[src/rtl/msg_schedule.sv]
// SHA-256 message schedule expander: loads a 16-word block, then streams W0..W63.
// Optional OUT_IDX output is built when MSG_SCHED_IDX_EN is defined.
module msg_schedule (
  input  logic        CLK,
  input  logic        RST_N,
  input  logic [0:31] IN_W,
  input  logic        IN_VALID,
  output logic        IN_READY,
  output logic [0:31] OUT_W,
  output logic        OUT_VALID,
  input  logic        OUT_READY,
  output logic        OUT_LAST
`ifdef MSG_SCHED_IDX_EN
  ,
  output logic [5:0]  OUT_IDX
`endif
);

  localparam int unsigned WORD_W    = 32;
  localparam int unsigned DEPTH     = 16;
  localparam int unsigned CNT_W     = 6;
  localparam int unsigned LOAD_LAST = 15;
  localparam int unsigned EXP_LAST  = 63;

  typedef enum logic {
    LOAD   = 1'b0,
    EXPAND = 1'b1
  } state_t;

  state_t             state_q, state_d;
  logic [CNT_W-1:0]   count_q, count_d;
  logic [WORD_W-1:0]  win_q [DEPTH];
  logic [WORD_W-1:0]  shift_word_c;
  logic [WORD_W-1:0]  gen_word_c;
  logic               shift_c;
  logic               in_ready_q, in_ready_d;
  logic               out_valid_q, out_valid_d;
  logic               out_last_q, out_last_d;
`ifdef MSG_SCHED_IDX_EN
  logic [CNT_W-1:0]   idx_q, idx_d;
`endif

  function automatic logic [WORD_W-1:0] rotr(input logic [WORD_W-1:0] x,
                                             input int unsigned n);
    return (x >> n) | (x << (WORD_W - n));
  endfunction

  function automatic logic [WORD_W-1:0] sigma0(input logic [WORD_W-1:0] x);
    return rotr(x, 7) ^ rotr(x, 18) ^ (x >> 3);
  endfunction

  function automatic logic [WORD_W-1:0] sigma1(input logic [WORD_W-1:0] x);
    return rotr(x, 17) ^ rotr(x, 19) ^ (x >> 10);
  endfunction

  // Next schedule word from the sliding window; additions wrap mod 2^32.
  assign gen_word_c = sigma1(win_q[14]) + win_q[9] + sigma0(win_q[1]) + win_q[0];

  // Next-state, handshake and registered-output decode.
  always_comb begin
    state_d      = state_q;
    count_d      = count_q;
    shift_c      = 1'b0;
    shift_word_c = '0;
    unique case (state_q)
      LOAD: begin
        if (IN_VALID && in_ready_q) begin
          shift_c      = 1'b1;
          shift_word_c = IN_W;
          if (count_q == CNT_W'(LOAD_LAST)) begin
            count_d = '0;
            state_d = EXPAND;
          end else begin
            count_d = count_q + CNT_W'(1);
          end
        end
      end
      EXPAND: begin
        if (OUT_READY && out_valid_q) begin
          shift_c      = 1'b1;
          shift_word_c = gen_word_c;
          if (count_q == CNT_W'(EXP_LAST)) begin
            count_d = '0;
            state_d = LOAD;
          end else begin
            count_d = count_q + CNT_W'(1);
          end
        end
      end
      default: begin
        state_d = LOAD;
        count_d = '0;
      end
    endcase
    in_ready_d  = (state_d == LOAD);
    out_valid_d = (state_d == EXPAND);
    out_last_d  = (state_d == EXPAND) && (count_d == CNT_W'(EXP_LAST));
`ifdef MSG_SCHED_IDX_EN
    idx_d       = (state_d == EXPAND) ? count_d : '0;
`endif
  end

  // Control and output registers.
  always_ff @(posedge CLK or negedge RST_N) begin
    if (!RST_N) begin
      state_q     <= LOAD;
      count_q     <= '0;
      in_ready_q  <= 1'b1;
      out_valid_q <= 1'b0;
      out_last_q  <= 1'b0;
`ifdef MSG_SCHED_IDX_EN
      idx_q       <= '0;
`endif
    end else begin
      state_q     <= state_d;
      count_q     <= count_d;
      in_ready_q  <= in_ready_d;
      out_valid_q <= out_valid_d;
      out_last_q  <= out_last_d;
`ifdef MSG_SCHED_IDX_EN
      idx_q       <= idx_d;
`endif
    end
  end

  // Sixteen-word window; entry 0 is the word currently presented.
  always_ff @(posedge CLK or negedge RST_N) begin
    if (!RST_N) begin
      for (int i = 0; i < int'(DEPTH); i++) begin
        win_q[i] <= '0;
      end
    end else if (shift_c) begin
      for (int i = 0; i < int'(DEPTH) - 1; i++) begin
        win_q[i] <= win_q[i+1];
      end
      win_q[DEPTH-1] <= shift_word_c;
    end
  end

  assign IN_READY  = in_ready_q;
  assign OUT_VALID = out_valid_q;
  assign OUT_LAST  = out_last_q;
  assign OUT_W     = win_q[0];
`ifdef MSG_SCHED_IDX_EN
  assign OUT_IDX   = idx_q;
`endif

endmodule
[config.mk]
export PLATFORM = sky130hd
export DESIGN_NAME = msg_schedule
export DESIGN_NICKNAME = d
export VERILOG_FILES = /design/src/rtl/msg_schedule.sv
export SDC_FILE = /design/constraint.sdc
export NUM_CORES = 1
export LEC_CHECK = 0
export ABC_AREA = 1
export BUFFER_PORTS_ARGS = -buffer_cell sky130_fd_sc_hd__buf_4
export CORE_ASPECT_RATIO = 0.9
export CORE_MARGIN = 2
export CORE_UTILIZATION = 57
export DETAILED_ROUTE_END_ITERATION = 6
export PLACE_DENSITY = 0.77
export SYNTH_ARGS = -nofsm -noshare
export SYNTH_HDL_FRONTEND = slang
export SYNTH_SLANG_ARGS = --single-unit
[constraint.sdc]
create_clock -name CLK -period 3.8 [get_ports CLK]
set_input_delay 0.57 -clock CLK [delete_from_list [all_inputs] [get_ports CLK]]
set_output_delay 0.57 -clock CLK [all_outputs]
set_load 0.05 [all_outputs]
After elaboration in Yosys (flattened, before gate mapping)
Cells that the tools add are included.
Cells by class
  equality and inequality tests: 3
  bitwise operators: 10
  reductions and logical operators: 3
  muxes and demuxes: 16
  add/subtract/negate cells: 4
Operator list (count)
  $add 32x32->32: 3
  $mux 32: 2
  $pmux 32 s2: 1
  $xor 32x32->32: 2
  $or 13x32->32: 1
  $or 14x32->32: 1
  $or 15x32->32: 1
  $or 25x32->32: 1
  $xor 32x22->32: 1
  $xor 32x29->32: 1
  $mux 6: 4
  $eq 6x6->1 const B: 2
  $pmux 6 s2: 1
  $add 6x1->6 const B: 1
  $eq 6x4->1 const B: 1
  $mux 1: 6
  $pmux 1 s2: 2
  $logic_and 1x1->1: 3
  $not 1->1: 2
Word-level totals
  logic and storage cells: 56
  flip-flop bits (word level): 521
  output and inout port bits: 35

Longest topological paths before layout
Gate-level depths: netlist (run 1).
  depth in word-level cells: 8
  gate-level depth with buffers: 20
  depth with buffers taken out: 19

Least setup slack after synthesis (run 1)
Ideal clock, no wire load.
  path type: register to register
  start point: register win_q[52] (netlist name)
  end point: register win_q[17] (netlist name)
  cell stages (with the launch flop): 18
  arrival time: 3.395 ns
  slack: 0.283 ns
  period minus slack after synthesis: 3.517 ns
  path through: dfrtp_1 > clkbuf_1 > xnor2_1 > xor2_1 > fa_1 > fa_1 > inv_1 > ha_1 > fa_1 > nand3_1 > nand3_1 > nand2_1 > nand2_1 > nand2_1 > nand2_1 > or2_2 > nand3_1 > nand2_1
On the way
  longest elaborated chain between the ends: 8
  elaborated cells on any way between the ends: 9
  those cells by class: 3 x add/sub; 2 x mux; 4 x bitwise
Ends and longest elaborated chain
  from (decl): line 32  | logic [WORD_W-1:0] win_q [DEPTH];
  from (signal, indexed assignment): line 134  | win_q[i] <= win_q[i+1];
  from (signal, indexed assignment): line 136  | win_q[DEPTH-1] <= shift_word_c;
  $or 13x32->32 / $or 15x32->32 (equally long branches): line 45  | return (x >> n) | (x << (WORD_W - n));
  $xor 32x32->32: line 53  | return rotr(x, 17) ^ rotr(x, 19) ^ (x >> 10);
  $xor 32x22->32 *: line 53
  $add 32x32->32 * (3 in series): line 57  | assign gen_word_c = sigma1(win_q[14]) + win_q[9] + sigma0(win_q[1]) + win_q[0];
  $mux 32 *: line 79  | if (OUT_READY && out_valid_q) begin
  $pmux 32 s2 *: line 65  | unique case (state_q)
Every way passes the cells marked *; elsewhere a longest branch is shown, timed or not.
A chain may end at the register's enable or synchronous reset.

Worst setup path after layout (run 1)
  start point: register win_q[58] (netlist name)
  end point: register win_q[18] (netlist name)
The elaborated chain is that of the path after synthesis.

==> reports/qor.yml, run 1 <==
timing:
  setup_viol: 0
  final_hold_viol_count: 0
  max_freq_mhz: 274
  drv_slew: 0
  skew_ns: 0.0280
  period_needed_ns: 3.65
  tightest_slew_ns: 0.912
  whs_ns: 0.180
  rsz0062_at_grt: "false"
  fin_crit_sh_pct: 95.9
  finalSetupTns_ns: 0
  max_slew_margin_pct: 39.2
worst_setup_path:
  critical-path-max-stage-delay_ns: 0.51
  start_kind: "flop"
  worstPathMaxFanout: 5
  path_buf_inv: 1
  worstSetupPathType: "flop to flop"
  cp_data_required_time_ns: 4.29
  cp_slowest_cell: "fa_1"
  r2r-end: "win_q[18]"
  rr_worst_depth: 15
  cp_common_cell: "nand2_1"
  arrival_ns: 4.14
  reg2reg_setup_slack_ns: 0.15
  cp.depth: 15
  crit_path_cell_trace: "xnor2_1 > xor2_1 > fa_1 > fa_1 > inv_1 > ha_2 > nand2_2 > nor2_2 > nand3_1 > nand3_2 > nand3_1 > nand2_1 > nand2_1 > nand3_2 > nand2_1"
  crit_family: "adder cells"
  endpoint_kind: "flop"
  rr_startpoint: "win_q[58]"
layout:
  drive_above_1_share_pct: 8.54
  n_antenna_cell: 0
  nNetsFinal: 3100
  syn2layout_area_growth_pct: 10.6
  fin_util_pct: 64.2
synthesis:
  ys_ff_latch: 521
  synthXorXnorAreaFrac_pct: 4.34
  synth_top_family_by_area: "simple AND/OR/NAND/NOR gates"
  synthCells: 2980
  yosys.area_share.simple_pct: 23.8
  muxShareOfSynthArea_pct: 0
  synth_nets: 3110
  yosys-top-cells-count: "nand2_1 (1416), dfrtp_1 (520), inv_1 (274)"
  synth.most_common_cell: "nand2_1"
  synth_cell_types: 33
  synth_area_um2: 25000
  synth_async_sr_flop_share_pct: 100
  ys_top_cells_by_area: "dfrtp_1 (52%), nand2_1 (21%), fa_1 (5.0%)"
  synth-edff-count: 0
  synth_compound_area_share_pct: 4.85
  yosysTopAreaCell: "dfrtp_1"
  synth_warnings: 0
  synth_area_per_cell_um2: 8.40
  synthAdderAreaFrac_pct: 6.56
  synth_flop_cell: "dfrtp_1"
  yosysTopAreaCellShare_pct: 52.0
  ys_seq_area_share_pct: 52.1
detailed_routing:
  drc: 31
  drt_iter0_markers: 2220
  routedWlPerCell_um: 18.9
  wl_um: 67300
  drtAntennaViolNets: 0
  via_per_inst: 5.36
  first_pass_iters: 7
  vias: 19100
cts:
  cts_buffer_depth: 3
  clkLatencyLatePin_ns: 0.62
  cts_root_buffer: "clkbuf_16"
  cts.sinks: 521
  clk_pin_slew_ns: 0.07
  numCtsBuffers: 52
  cts_tree: "done"
  cts_post_setup_buffers_inserted: 0
  h-tree-depth: 2
run_status:
  violations: "design-rule violations"
  status: "complete, but fails checks"
floorplanning:
  die_h_um: 203
  start_util_pct: 58.0
  core-area_um2: 43200
  die_area_um2: 45600
  placementRows: 72
  io_pins: 71
  die_w_um: 225
global_routing:
  grt_usage_pct: 30.4
  grt_max_degree: 200
  grt.overflow.total: 0
  antenna_found_initial: 1
  grt_pass1_wl_um: 106000
  grt_pass1_vias: 18500
placed_design:
  dpl.hpwl_um: 47800
  io_buffers: 70
  gp_congestion: 1.03
hold_path:
  min_path_type: "input port to flop"
  holdCritStartpoint: "IN_W[10]"
  hold_depth: 3
  hold_path_end: "win_q[21]"
job:
  drv_cap: 0
## per-stage QoR
stage	instances	instance area, um^2	setup WS, ns
2_1_floorplan	2980	25000	0.283
3_3_place_gp	3470	25800	-0.0451
3_5_place_dp	3470	25800	-0.0584
4_1_cts	3563	27600	0.0192
5_1_grt	3563	27700	0.00996
6_report	3563	27700	0.155
## what timing repair did
action / 4_1_cts / 5_1_grt
hold buffers: 1 / 0
endpoints found under the setup margin: 2 / 15
hold endpoints to repair: 43 / 0
pin swaps: 0 / 6
gates resized for setup: 2 / 39
## kinds of logic after synthesis
logic type      after synthesis
compound gates              227
xor+xnor                    124
fa+ha+maj                    94
buf+inv                     466
flops                       521
simple gates               1548
## area by class of cell
cell class              count  area, um^2
clock buffers              76        1530
fillers                  3582       15400
clock inverters            16         251
inverters                 276        1050
multi-input cells        1993       10000
flip-flops and latches    521       13000
well taps                 555         694
repair buffers            126        1080
## flip-flops by register name (all words and copies together) (netlist names)
register	count
IN_READY	1
OUT_LAST	1
OUT_VALID	1
OUT_W	32
count_q	6
win_q	480
## worst reg2reg max path, cell delays in order (launching register included)
cell and delay, ns:
dfrtp_2 0.47, xnor2_1 0.24, xor2_1 0.33, fa_1 0.51, fa_1 0.50, inv_1 0.05, ha_2 0.39, nand2_2 0.13
nor2_2 0.18, nand3_1 0.12, nand3_2 0.16, nand3_1 0.12, nand2_1 0.09, nand2_1 0.06, nand3_2 0.11, nand2_1 0.08
## how the worst max path moves through the flow
stage	from	endpoint	slack, ns
final	win_q[58]	win_q[18]	0.15
after global routing	win_q[53]	win_q[22]	0.01
after CTS	win_q[55]	win_q[22]	0.02
after detailed placement	win_q[57]	win_q[18]	-0.06
after global placement	win_q[51]	win_q[18]	-0.05
after floorplan	win_q[52]	win_q[17]	0.28
## per-layer routing
metal | up-vias | part of all wire (%) | track usage, %
li1 | 8953 | - | -
met1 | 9373 | 44 | 44.4
met2 | 634 | 45 | 45.7
met3 | 137 | 8.0 | 6.95
met4 | 2 | 3.1 | 9.04
met5 | - | 0.015 | 0
## cell usage in the layout, fill, tap and decap left out, drive strengths merged
master          n
a21o            1
a21oi          30
a22oi          26
a31o            1
a31oi           1
and2            3
buf           125
bufinv          5
clkbuf         76
clkinv          8
clkinvlp        1
dfrtp         520
dfstp           1
dlygate4sd3     1
fa             62
ha             32
inv           278
nand2        1417
nand3          60
nand3b          3
nand4           8
nor2           45
nor3            7
nor4            1
o211ai          1
o21ai         166
o21bai          1
or2             4
xnor2          68
xor2           56
Power of run 1 is not shown: default switching activity piles up to over one toggle a cycle in this logic, so the estimate is an artifact.
==> run 2: changes to the inputs <==
Settings changed: CELL_PAD_IN_SITES_DETAIL_PLACEMENT from default to 1, CELL_PAD_IN_SITES_GLOBAL_PLACEMENT from default to 2, CORE_UTILIZATION 57 to 35, CTS_CLUSTER_SIZE from default to 40, PLACE_DENSITY 0.77 to default, PLACE_DENSITY_LB_ADDON from default to 0.1.
==> run 2 against run 1 <==
  * The run now ends clean
  * Non-clock buffer count increased by 19
  * Via count fell by 1.7%
  * Hold slack worse by 0.0080 ns
  * Final area grew 3.2%
  * Sequential share of layout area decreased by 1.4 points
  * Critical path type unchanged
  * Critical path depth rose by 2
  * First-iteration DRC count down 39%
  * Highest routed layer is now met4
  * Die area up 62%
  * Critical endpoint is now win_q[28]
  * Final cell count increased by 12%
  * Wire length rose by 20%
  * Setup slack worse by 0.052 ns
==> reports/qor.yml, run 2 (synthesis results as in run 1) <==
cts:
  h-tree-depth: 2  # unchanged
  cts.sinks: 521  # unchanged
  cts_root_buffer: "clkbuf_16"
  cts_buffer_depth: 3  # unchanged
  cts_tree: "done"
  clk_pin_slew_ns: 0.07  # about the same
  clkLatencyLatePin_ns: 0.63  # about the same
  numCtsBuffers: 58  # +12%
detailed_routing:
  drt_iter0_markers: 1363  # -39%
  routedWlPerCell_um: 20.2  # +6.8%
  drc: 0  # -100%
  via_per_inst: 4.71  # -12%
  wl_um: 80500  # +20%
  vias: 18800  # -1.7%
  first_pass_iters: 6  # -1
  drtAntennaViolNets: 0  # unchanged
global_routing:
  grtUsageMet1_pct: 33.2  # -11 points
  use_met2_pct: 34.4  # -11 points
  grt.overflow.total: 0  # unchanged
  antenna_found_initial: 1  # unchanged
  use_met3_pct: 3.83  # -3.1 points
  grt_max_degree: 162  # -19%
  top_usage_layer: "met2"
  grt_pass1_wl_um: 126000  # +19%
  grt_usage_pct: 22.5  # -7.9 points
  grt_pass1_vias: 19900  # +7.6%
layout:
  syn2layout_area_growth_pct: 14.1
  n_antenna_cell: 0  # unchanged
  final_common_cell: "nand2_1"
  fin_util_pct: 40.1  # -24 points
  drive_above_1_share_pct: 9.40  # +0.86 points
  mostFrequentLayoutCells: "nand2_1 (1410), dfrtp_1 (513), inv_1 (274)"
  nNetsFinal: 3125  # +0.81%
  largest_reg_flops: 480  # unchanged
  fill_cells: 8426  # +140%
  top_register: "win_q"
timing:
  period_needed_ns: 3.70  # +0.0517 ns
  setup_viol: 0  # unchanged
  final_hold_viol_count: 0  # unchanged
  skew_ns: 0.0207  # -0.00727 ns
  drv_slew: 0  # unchanged
  max_slew_margin_pct: 49.1  # +10 points
  tightest_slew_ns: 0.763  # -0.149 ns
  max_freq_mhz: 270  # -1.4%
  fin_crit_sh_pct: 97.3  # +1.4 points
floorplanning:
  io_pins: 71  # unchanged
  placementRows: 93  # +29%
  die_h_um: 258  # +27%
  start_util_pct: 35.2  # -23 points
  die_area_um2: 73700  # +62%
  die_w_um: 286  # +27%
  core-area_um2: 71200  # +65%
placed_design:
  io_buffers: 70  # unchanged
  gp_congestion: 0.919  # -11%
  dpl.hpwl_um: 58800  # +23%
worst_setup_path:
  cp_data_required_time_ns: 4.32  # +0.03 ns
  worstSetupPathType: "flop to flop"
  endpoint_kind: "flop"
  arrival_ns: 4.21  # +0.07 ns
  start_kind: "flop"
  reg2reg_setup_slack_ns: 0.10  # -0.05 ns
  worstPathMaxFanout: 4  # -1
run_status:
  status: "finished clean"
hold_path:
  min_path_type: "input port to flop"
job:
  drv_cap: 0  # unchanged
-- run 2: worst paths after layout --
check	startpoint	to	cells after the start
setup / recovery	win_q[37]	win_q[28]	17
hold / removal	IN_W[15]	win_q[16]	3
setup reg to reg	win_q[37]	win_q[28]	17
hold reg to reg	win_q[251]	win_q[283]	2
max in group asynchronous	RST_N	win_q[262]	3
min in group asynchronous	RST_N	win_q[407]	2
-- run 2: critical path, cell delays in order, from the launching register on --
cell and delay [ns]:
dfrtp_1 0.47, xnor2_2 0.24, xor2_2 0.26, fa_1 0.48, fa_1 0.51, inv_1 0.06
ha_1 0.43, nand2_1 0.15, inv_1 0.10, nand2_1 0.08, nor3_1 0.22, buf_4 0.17
and2_1 0.11, nand2_1 0.06, nand2_1 0.07, nand2_1 0.05, nand3_1 0.06, nand2_1 0.05
-- run 2: metrics by stage --
stage                     instance area (um^2)  worst slack [ns]  hold slack [ns]  TNS [ns]  instances
after global routing                     28600          -0.00279            0.163  -0.00279       3991
after CTS                                28400            0.0110            0.137         0       3991
after detailed placement                 26500          -0.00502            0.456  -0.00502       3884
final                                    28600             0.103            0.172         0       3991
after global placement                   26500           -0.0461            0.452   -0.0477       3884
after floorplan                          25000             0.283            0.274         0       2980
-- run 2: cell type report --
class / count / area [um^2] / area share [%]
flip-flops and latches: 521 / 13000 / 45.6
multi-input cells: 1993 / 10100 / 35.2
clock buffers: 86 / 1690 / 5.90
repair buffers: 145 / 1290 / 4.50
well taps: 950 / 1190 / 4.16
inverters: 276 / 1050 / 3.68
clock inverters: 20 / 251 / 0.880
-- run 2: timing repair --
item,CTS,global route
hold buffers,1,0
pin swaps,0,6
hold endpoints to repair,56,0
setup buffers,0,0
endpoints found under the setup margin,6,21
resized for setup,2,42
gates cloned,0,0
-- run 2: routing by layer --
metal  share of wire, %  vias to the layer above
met4                2.2                        0
met1                 49                     9445
met3                4.3                       87
met2                 44                      261
li1                   -                     8987
met5                  0                        -
Power of run 2 is left out for the same reason.
